[src/rtl/hsk_uart_rx.sv]
// hsk_uart_rx: 16x-oversampled 8N1 UART receiver for the TURFIO housekeeping link.
// Ports: clk, rst (sync, active-high); en_16x (16x baud tick); rx (async serial in);
//        m_axis_tdata/tvalid/tready (one-deep byte output, LSB = first data bit);
//        frame_err, overrun (single-cycle status pulses).
module hsk_uart_rx #(
    parameter int   SYNC_STAGES = 2,
    parameter logic IDLE_LEVEL  = 1'b1
) (
    input  logic       clk,
    input  logic       rst,
    input  logic       en_16x,
    input  logic       rx,
    output logic [7:0] m_axis_tdata,
    output logic       m_axis_tvalid,
    input  logic       m_axis_tready,
    output logic       frame_err,
    output logic       overrun
);

    typedef enum logic [2:0] {
        S_IDLE,
        S_START,
        S_DATA,
        S_STOP,
        S_BREAK
    } state_t;

    state_t state_q, state_d;

    logic [SYNC_STAGES-1:0] sync_q, sync_d;
    logic [3:0]             tick_q, tick_d;
    logic [3:0]             bit_q, bit_d;
    logic [7:0]             shreg_q, shreg_d;
    logic [7:0]             tdata_q, tdata_d;
    logic                   tvalid_q, tvalid_d;
    logic                   ferr_q, ferr_d;
    logic                   ovr_q, ovr_d;

    logic rx_s;
    logic done;
    logic load;

    // Normalise polarity so that idle/stop always reads as 1 internally.
    assign rx_s = sync_q[SYNC_STAGES-1] ^ ~IDLE_LEVEL;

    assign m_axis_tdata  = tdata_q;
    assign m_axis_tvalid = tvalid_q;
    assign frame_err     = ferr_q;
    assign overrun       = ovr_q;

    always_comb begin
        sync_d  = {sync_q[SYNC_STAGES-2:0], rx};
        state_d = state_q;
        tick_d  = tick_q;
        bit_d   = bit_q;
        shreg_d = shreg_q;
        done    = 1'b0;
        ferr_d  = 1'b0;

        if (en_16x) begin
            unique case (state_q)
                S_IDLE: begin
                    if (!rx_s) begin
                        state_d = S_START;
                        tick_d  = 4'd0;
                    end
                end
                S_START: begin
                    // Re-check the line half a bit in; a high here was a glitch.
                    if (tick_q == 4'd7) begin
                        tick_d = 4'd0;
                        bit_d  = 4'd0;
                        if (!rx_s) begin
                            state_d = S_DATA;
                        end else begin
                            state_d = S_IDLE;
                        end
                    end else begin
                        tick_d = tick_q + 4'd1;
                    end
                end
                S_DATA: begin
                    tick_d = tick_q + 4'd1;
                    if (tick_q == 4'd15) begin
                        shreg_d = {rx_s, shreg_q[7:1]};
                        bit_d   = bit_q + 4'd1;
                        if (bit_q == 4'd7) begin
                            state_d = S_STOP;
                            tick_d  = 4'd0;
                        end
                    end
                end
                S_STOP: begin
                    tick_d = tick_q + 4'd1;
                    // Sampling mid stop bit re-arms half a bit early for drift slack.
                    if (tick_q == 4'd15) begin
                        tick_d = 4'd0;
                        if (rx_s) begin
                            done    = 1'b1;
                            state_d = S_IDLE;
                        end else begin
                            ferr_d  = 1'b1;
                            state_d = S_BREAK;
                        end
                    end
                end
                S_BREAK: begin
                    // Hold off until the line returns high so a long low reports once.
                    if (rx_s) begin
                        state_d = S_IDLE;
                    end
                end
                default: begin
                    state_d = S_IDLE;
                end
            endcase
        end

        load     = done && (!tvalid_q || m_axis_tready);
        tvalid_d = load || (tvalid_q && !m_axis_tready);
        tdata_d  = load ? shreg_q : tdata_q;
        ovr_d    = done && tvalid_q && !m_axis_tready;
    end

    always_ff @(posedge clk) begin
        if (rst) begin
            sync_q   <= {SYNC_STAGES{IDLE_LEVEL}};
            state_q  <= S_IDLE;
            tick_q   <= 4'd0;
            bit_q    <= 4'd0;
            shreg_q  <= 8'h00;
            tdata_q  <= 8'h00;
            tvalid_q <= 1'b0;
            ferr_q   <= 1'b0;
            ovr_q    <= 1'b0;
        end else begin
            sync_q   <= sync_d;
            state_q  <= state_d;
            tick_q   <= tick_d;
            bit_q    <= bit_d;
            shreg_q  <= shreg_d;
            tdata_q  <= tdata_d;
            tvalid_q <= tvalid_d;
            ferr_q   <= ferr_d;
            ovr_q    <= ovr_d;
        end
    end

endmodule

[config.mk]
export PLATFORM = sky130hd
export DESIGN_NAME = hsk_uart_rx
export DESIGN_NICKNAME = d
export VERILOG_FILES = /design/src/rtl/hsk_uart_rx.sv
export SDC_FILE = /design/constraint.sdc
export NUM_CORES = 1
export LEC_CHECK = 0
export CORE_UTILIZATION = 52
export DETAILED_ROUTE_END_ITERATION = 10
export DONT_BUFFER_PORTS = 1
export PLACE_DENSITY = 0.7
export SLEW_MARGIN = 15
export SYNTH_ARGS = -nofsm -noshare
export SYNTH_HDL_FRONTEND = slang
export SYNTH_SLANG_ARGS = --single-unit
[constraint.sdc]
create_clock -name clk -period 2.8 [get_ports clk]
set_input_delay 0.7 -clock clk [delete_from_list [all_inputs] [get_ports clk]]
set_output_delay 0.7 -clock clk [all_outputs]
set_load 0.02 [all_outputs]
==> impl_results.md, run 1 <==
* Share of Yosys cell area claimed by the top area cell type at 0.436
* H-Tree Depth at 2
* Final Non-Filler Cells at 190
* Post-cts sizing count at 0
* Clock transition at path regs at 0.10 ns
* First-pass GRT wire length at 4.13 mm
* IO Port Bufs at 0
* Pins Over Slew Limit at 0
* Switching share of power at 0.197
* Clock share of power at 0.413
* Combinational Power Share at 0.021
* Total CTS buffers at 5
* Cts hold-fix bufs at 0
* Placement Rows at 18
* Fin. Hold Viols at 0
* Largest net degree at the start of global routing at 41
* Post-synth EDFFs at 0
* Most common cell on crit path: a21oi_1
* Slowest CP cell: dfxtp_1
* Max-slew headroom at 0.692
* I/O pin total at 16
* Antenna fix cells at 0
* TritonCTS clock tree: yes
* RSZ-0062 raised after global routing: no
* Final Core Density at 0.599
* Number of setup buffers added after CTS at 0
* Die area at 0.00304 mm^2
* Antenna viol nets, final at 0
* Critical path type: reg -> reg
* Max stage delay on crit path at 0.57 ns
* Area of placed instances at 0.00146 mm^2
* Core area at 0.00257 mm^2
* Yosys reg bits at 32
* Startpoint Class: flip-flop
* Clk_skew at 0.00495 ns
* Number of DRC markers in iteration 0 at 14
* DRC violations left at 0
* Area leader, netlist: dfxtp_1
* Initial core utilization at 0.573
* Setup WS post-layout at 0.926 ns
* Post-Syn Nets at 167
* Worst Max-Slew Pin Slew at 0.458 ns
* Post-Syn Area at 0.00147 mm^2
* Minimum clock period at 1.87 ns
* Fraction of layout cells with a size suffix above 1 at 0.0875
* Cell Chain, Critical Path: or3b_2 > a21oi_1 > o221ai_1 > a21oi_1
* Dominant synthesized flop cell: dfxtp_1
* Worst setup EP type: flip-flop
* Status: finished clean
* Final setup TNS at 0 ns
* Number of global-route vias before repair at 942
* Place WS at 0.827 ns
* Seq/Total Area, Yosys at 0.436
* Initial antenna violation count at 0
* VDD IR max at 552 uV
* Ys async rst share at 0
* Clock root buffer: clkbuf_4
* Post-synth top cells: 32 x dfxtp_1, 19 x nand2b_1, 16 x mux2i_1, 15 x nor2_1, 12 x a21oi_1
* Post-route cell area at 0.00154 mm^2
* Final WL at 2.40 mm
* Via density at 5.60
* WP data required at 3.06 ns
* Clk buf depth at 2
* Worst path arrival time at 2.13 ns
* Worst-Skew Late Latency at 0.32 ns
* Die Ht at 55.2 um
* Syn avg cell area at 9.19 um^2
* Sink count of the clock tree at 32
* Max-Cap Viols at 0
* Leak Pwr at 0.000586 uW
* Setup-failing EPs final at 0
* PD cells at 529 mW/mm^2
* Most frequent cell after synthesis: dfxtp_1
* Sequential fraction of design power at 0.566
* Remaining Overflow, GRT at 0
* Synth top area cells: dfxtp_1 44%, mux2i_1 11%, nand2b_1 8.1%
* Yosys cell types at 37
* Tcrit/Tclk final at 0.669
* Final Wtd Congestion at 0.753
* Crit-path max FO at 13
* DP HPWL at 1.63 mm
* NetSw at 160 uW
* P&R area growth vs syn at 4.68%
* Gate Count Post-Synth at 160
* Max Freq at 534 MHz
* Gr usage total at 0.196
* Via Count at 1064
* Dpl cells at 182
* Count of warnings emitted by yosys at 0
* Pint at 654 uW
* HP Class: reg -> reg
* DR pass1 iterations at 4
* Routed WL per cell at 12.6 um
* Nets at 166
* Die span in x at 55.2 um
-- registers in the layout, summed over array words and instances (netlist names) --
signal,cells
m_axis_tdata,8
m_axis_tvalid,1
frame_err,1
overrun,1
sync_q,2
tick_q,4
shreg_q,8
bit_q,4
state_q,3
-- per-stage QoR --
| step | hold WS (ns) | power, uW |
|---|---|---|
| 2_1_floorplan | 0.389 | 491 |
| 3_3_place_gp | 0.393 | 487 |
| 3_5_place_dp | 0.414 | 488 |
| 4_1_cts | 0.410 | 828 |
| 5_1_grt | 0.408 | 846 |
| 6_report | 0.429 | 814 |
-- worst max-delay path, delay by kind of cell (launching register included) --
family	cells	cell delay, ns
AOI/OAI and AO/OA	3	0.69
and+or+nand+nor	1	0.54
DFF	1	0.57
-- worst paths after layout --
path	start	to	slack (ns)	depth (start not counted)
hold reg to reg	sync_q[0]	sync_q[1]	0.43	1
hold / removal	sync_q[0]	sync_q[1]	0.43	1
setup / recovery	state_q[1]	tick_q[3]	0.93	4
setup reg to reg	state_q[1]	tick_q[3]	0.93	4
-- power groups by stage --
stage / sequential, uW / combinational, uW / clock (uW)
global placement: 471 / 16.2 / 0
CTS: 461 / 16.8 / 351
global route: 462 / 18.8 / 365
detailed placement: 471 / 16.6 / 0
finish: 461 / 16.7 / 336
floorplan: 469 / 22.3 / 0
-- metal layers --
layer	GRT usage	vias to the layer above	routed length, um
met1	0.255	486	1220
met3	0.0656	6	102
met4	0.113	0	46
met5	0	-	0
li1	-	552	-
met2	0.281	20	1030
-- area by class of cell --
class,instances,area (um^2)
tap,30,37.5
multi-input combinational,115,758
fill,239,1030
clock inverter,2,35.0
timing repair buffer,2,15.0
sequential,32,641
inverter,3,11.3
clock buffer,6,41.3
-- cells in the final DEF (no fill, tap or decap), types with 2 or more instances in the layout --
cell,instances
o2111ai_1,2
buf_4,2
o31ai_1,2
a21oi_1,12
nor2_1,15
clkbuf_4,5
or3b_2,2
or2_2,2
nand3_1,2
nand2b_1,19
mux2i_1,16
nor3b_1,2
inv_1,3
and2_1,3
xnor2_1,2
or3_1,2
dfxtp_1,32
nor3_1,2
nand2_1,7
and4b_1,3
nor2b_1,4
ha_1,2
o21ai_0,4
-- kinds of logic after synthesis --
group	synth area share
xor gates and xnor gates	0.0119
and+or+nand+nor	0.264
buffers and inverters	0.0485
AOI/OAI and AO/OA	0.114
muxes	0.109
adders and majority gates	0.0170
DFF	0.436
Note: power is estimated with default switching activity, not from simulation.
==> inputs of run 2 (changes only) <==
==> constraint.sdc (replaced) <==
create_clock -name clk -period 1.9 [get_ports clk]
set_input_delay 0.475 -clock clk [delete_from_list [all_inputs] [get_ports clk]]
set_output_delay 0.475 -clock clk [all_outputs]
set_load 0.02 [all_outputs]
==> impl_results.md, run 2 (synthesized netlist as in run 1, its figures left out) <==
* Hold EP: shreg_q[0]
* First-pass GRT wire length at 4.07 mm (-1.3%)
* Max stage delay on crit path at 0.51 ns (-0.06 ns)
* Filler cells at 227 (-5.0%)
* DR pass1 iterations at 4 (unchanged)
* Nets at 169 (+1.8%)
* Setup-failing EPs final at 0 (unchanged)
* Die span in x at 55.2 um (unchanged)
* WP data required at 2.19 ns (-0.87 ns)
* TritonCTS clock tree: yes
* Clk buf depth at 2 (unchanged)
* Gr usage total at 0.195 (-0.00125)
* Startpoint Class: flip-flop
* Final Wtd Congestion at 0.825 (+9.6%)
* Largest net degree at the start of global routing at 41 (unchanged)
* Remaining Overflow, GRT at 0 (unchanged)
* Status: finished clean
* Cell Chain, Critical Path: ha_1 > and4b_1 > o2111ai_1 > or3b_2 > a21oi_1
* Pins Over Slew Limit at 0 (unchanged)
* Total CTS buffers at 5 (unchanged)
* Die area at 0.00304 mm^2 (unchanged)
* IO Port Bufs at 0 (unchanged)
* P&R area growth vs syn at 6.47%
* Worst-case reg-to-reg path depth at 5 (+1)
* Minimum clock period at 1.74 ns (-0.137 ns)
* WHS Path Cells at 1 (unchanged)
* VDD IR max at 617 uV (+12%)
* FF-to-FF End: bit_q[2]
* Fraction of layout cells with a size suffix above 1 at 0.110 (+0.0229)
* Worst path arrival time at 2.02 ns (-0.11 ns)
* I/O pin total at 16 (unchanged)
* Initial antenna violation count at 0 (unchanged)
* Cts hold-fix bufs at 0 (unchanged)
* Commonest non-fill, non-tap cells in the layout: 32 x dfxtp_1, 19 x nand2b_1, 16 x mux2i_1
* Max Freq at 576 MHz (+7.9%)
* Number of DRC markers in iteration 0 at 15 (+1)
* Clock root buffer: clkbuf_4
* Antenna fix cells at 0 (unchanged)
* Most common cell after layout, fill and taps aside: dfxtp_1
* Max-Cap Viols at 0 (unchanged)
* Final setup TNS at 0 ns (unchanged)
* Core area at 0.00257 mm^2 (unchanged)
* Worst setup EP type: flip-flop
* Routed WL per cell at 13.3 um (+5.6%)
* Number of global-route vias before repair at 925 (-1.8%)
* Via density at 5.70 (+1.8%)
* Clock transition at path regs at 0.11 ns (about the same)
* HP Class: in -> reg
* Final Core Density at 0.610 (+0.0102)
* Die Ht at 55.2 um (unchanged)
* Worst r2r src: tick_q[0]
* H-Tree Depth at 2 (unchanged)
* Critical path type: reg -> reg
* Worst-Skew Late Latency at 0.34 ns (+0.02 ns)
* Via Count at 1100 (+3.4%)
* Initial core utilization at 0.573 (unchanged)
* Sink count of the clock tree at 32 (unchanged)
* Tcrit/Tclk final at 0.914 (+0.245)
* Antenna viol nets, final at 0 (unchanged)
* R2R Setup Slk at 0.16 ns (-0.76 ns)
* DRC violations left at 0 (unchanged)
* Post-cts sizing count at 0 (unchanged)
* Leak Pwr at 0.000600 uW (+2.4%)
* Fin. Hold Viols at 0 (unchanged)
* Worst Max-Slew Pin Slew at 0.465 ns (+0.00734 ns)
* Slowest CP cell: or3b_2
* RSZ-0062 raised after global routing: no
* DP HPWL at 1.76 mm (+8.3%)
* Min-delay src: rst
* PD cells at 782 mW/mm^2 (+48%)
* Max-slew headroom at 0.687 (-0.00432)
* Number of setup buffers added after CTS at 0 (unchanged)
* Crit-path max FO at 4 (-9)
* Final WL at 2.57 mm (+7.2%)
* Clk_skew at 0.0136 ns (+0.00869 ns)
* Placement Rows at 18 (unchanged)
## run 2: changes by cell type in the layout (fill, tap and decap cells not counted)
| cell | delta |
|---|---|
| buf_4 | +3 |
| clkbuf_1 | -1 |
| clkinvlp_4 | +1 |
## run 2: area by class of cell
| class | count | area, um^2 | share of cell area |
|---|---|---|---|
| inverter | 3 | 11.3 | 0.00719 |
| clock inverter | 3 | 42.5 | 0.0272 |
| sequential | 32 | 641 | 0.409 |
| clock buffer | 5 | 37.5 | 0.0240 |
| tap | 30 | 37.5 | 0.0240 |
| timing repair buffer | 5 | 37.5 | 0.0240 |
| multi-input combinational | 115 | 758 | 0.484 |
## run 2: routing by layer
| layer | GRT usage | vias up | wire [um] |
|---|---|---|---|
| met5 | 0 | - | 0 |
| met4 | 0.0917 | 0 | 56 |
| met3 | 0.0792 | 6 | 173 |
| met2 | 0.297 | 33 | 1120 |
| met1 | 0.238 | 501 | 1220 |
| li1 | - | 560 | - |
## run 2: report_power, final
part	internal (uW)	switching, uW
combinational	15.7	12.7
sequential	674	4.28
clock	274	244
## run 2: metrics by stage
stage               cells  hold WS [ns]  cell area [um^2]  power [uW]  worst slack [ns]
finish                193         0.190              1570        1220             0.163
floorplan             160         0.389              1470         724             0.329
global route          193         0.167              1570        1270            0.0504
global placement      185         0.393              1490         720             0.248
detailed placement    185         0.394              1490         721             0.199
CTS                   193         0.173              1570        1240             0.157
## run 2: how the worst max path moves through the flow
stage	start	end	slack, ns	cells after the start
after floorplan	tick_q[0]	bit_q[3]	0.33	6
after global placement	state_q[1]	tick_q[3]	0.25	4
after detailed placement	tick_q[0]	bit_q[2]	0.20	5
after CTS	tick_q[0]	bit_q[2]	0.16	5
after global routing	state_q[1]	tick_q[3]	0.05	4
final	tick_q[0]	bit_q[2]	0.16	5
## run 2: critical path: cells and delay by family (launching register included)
family / cells / cell delay, ns
compound gates: 2 / 0.34
fa+ha+maj: 1 / 0.20
flops: 1 / 0.39
simple gates: 2 / 0.74
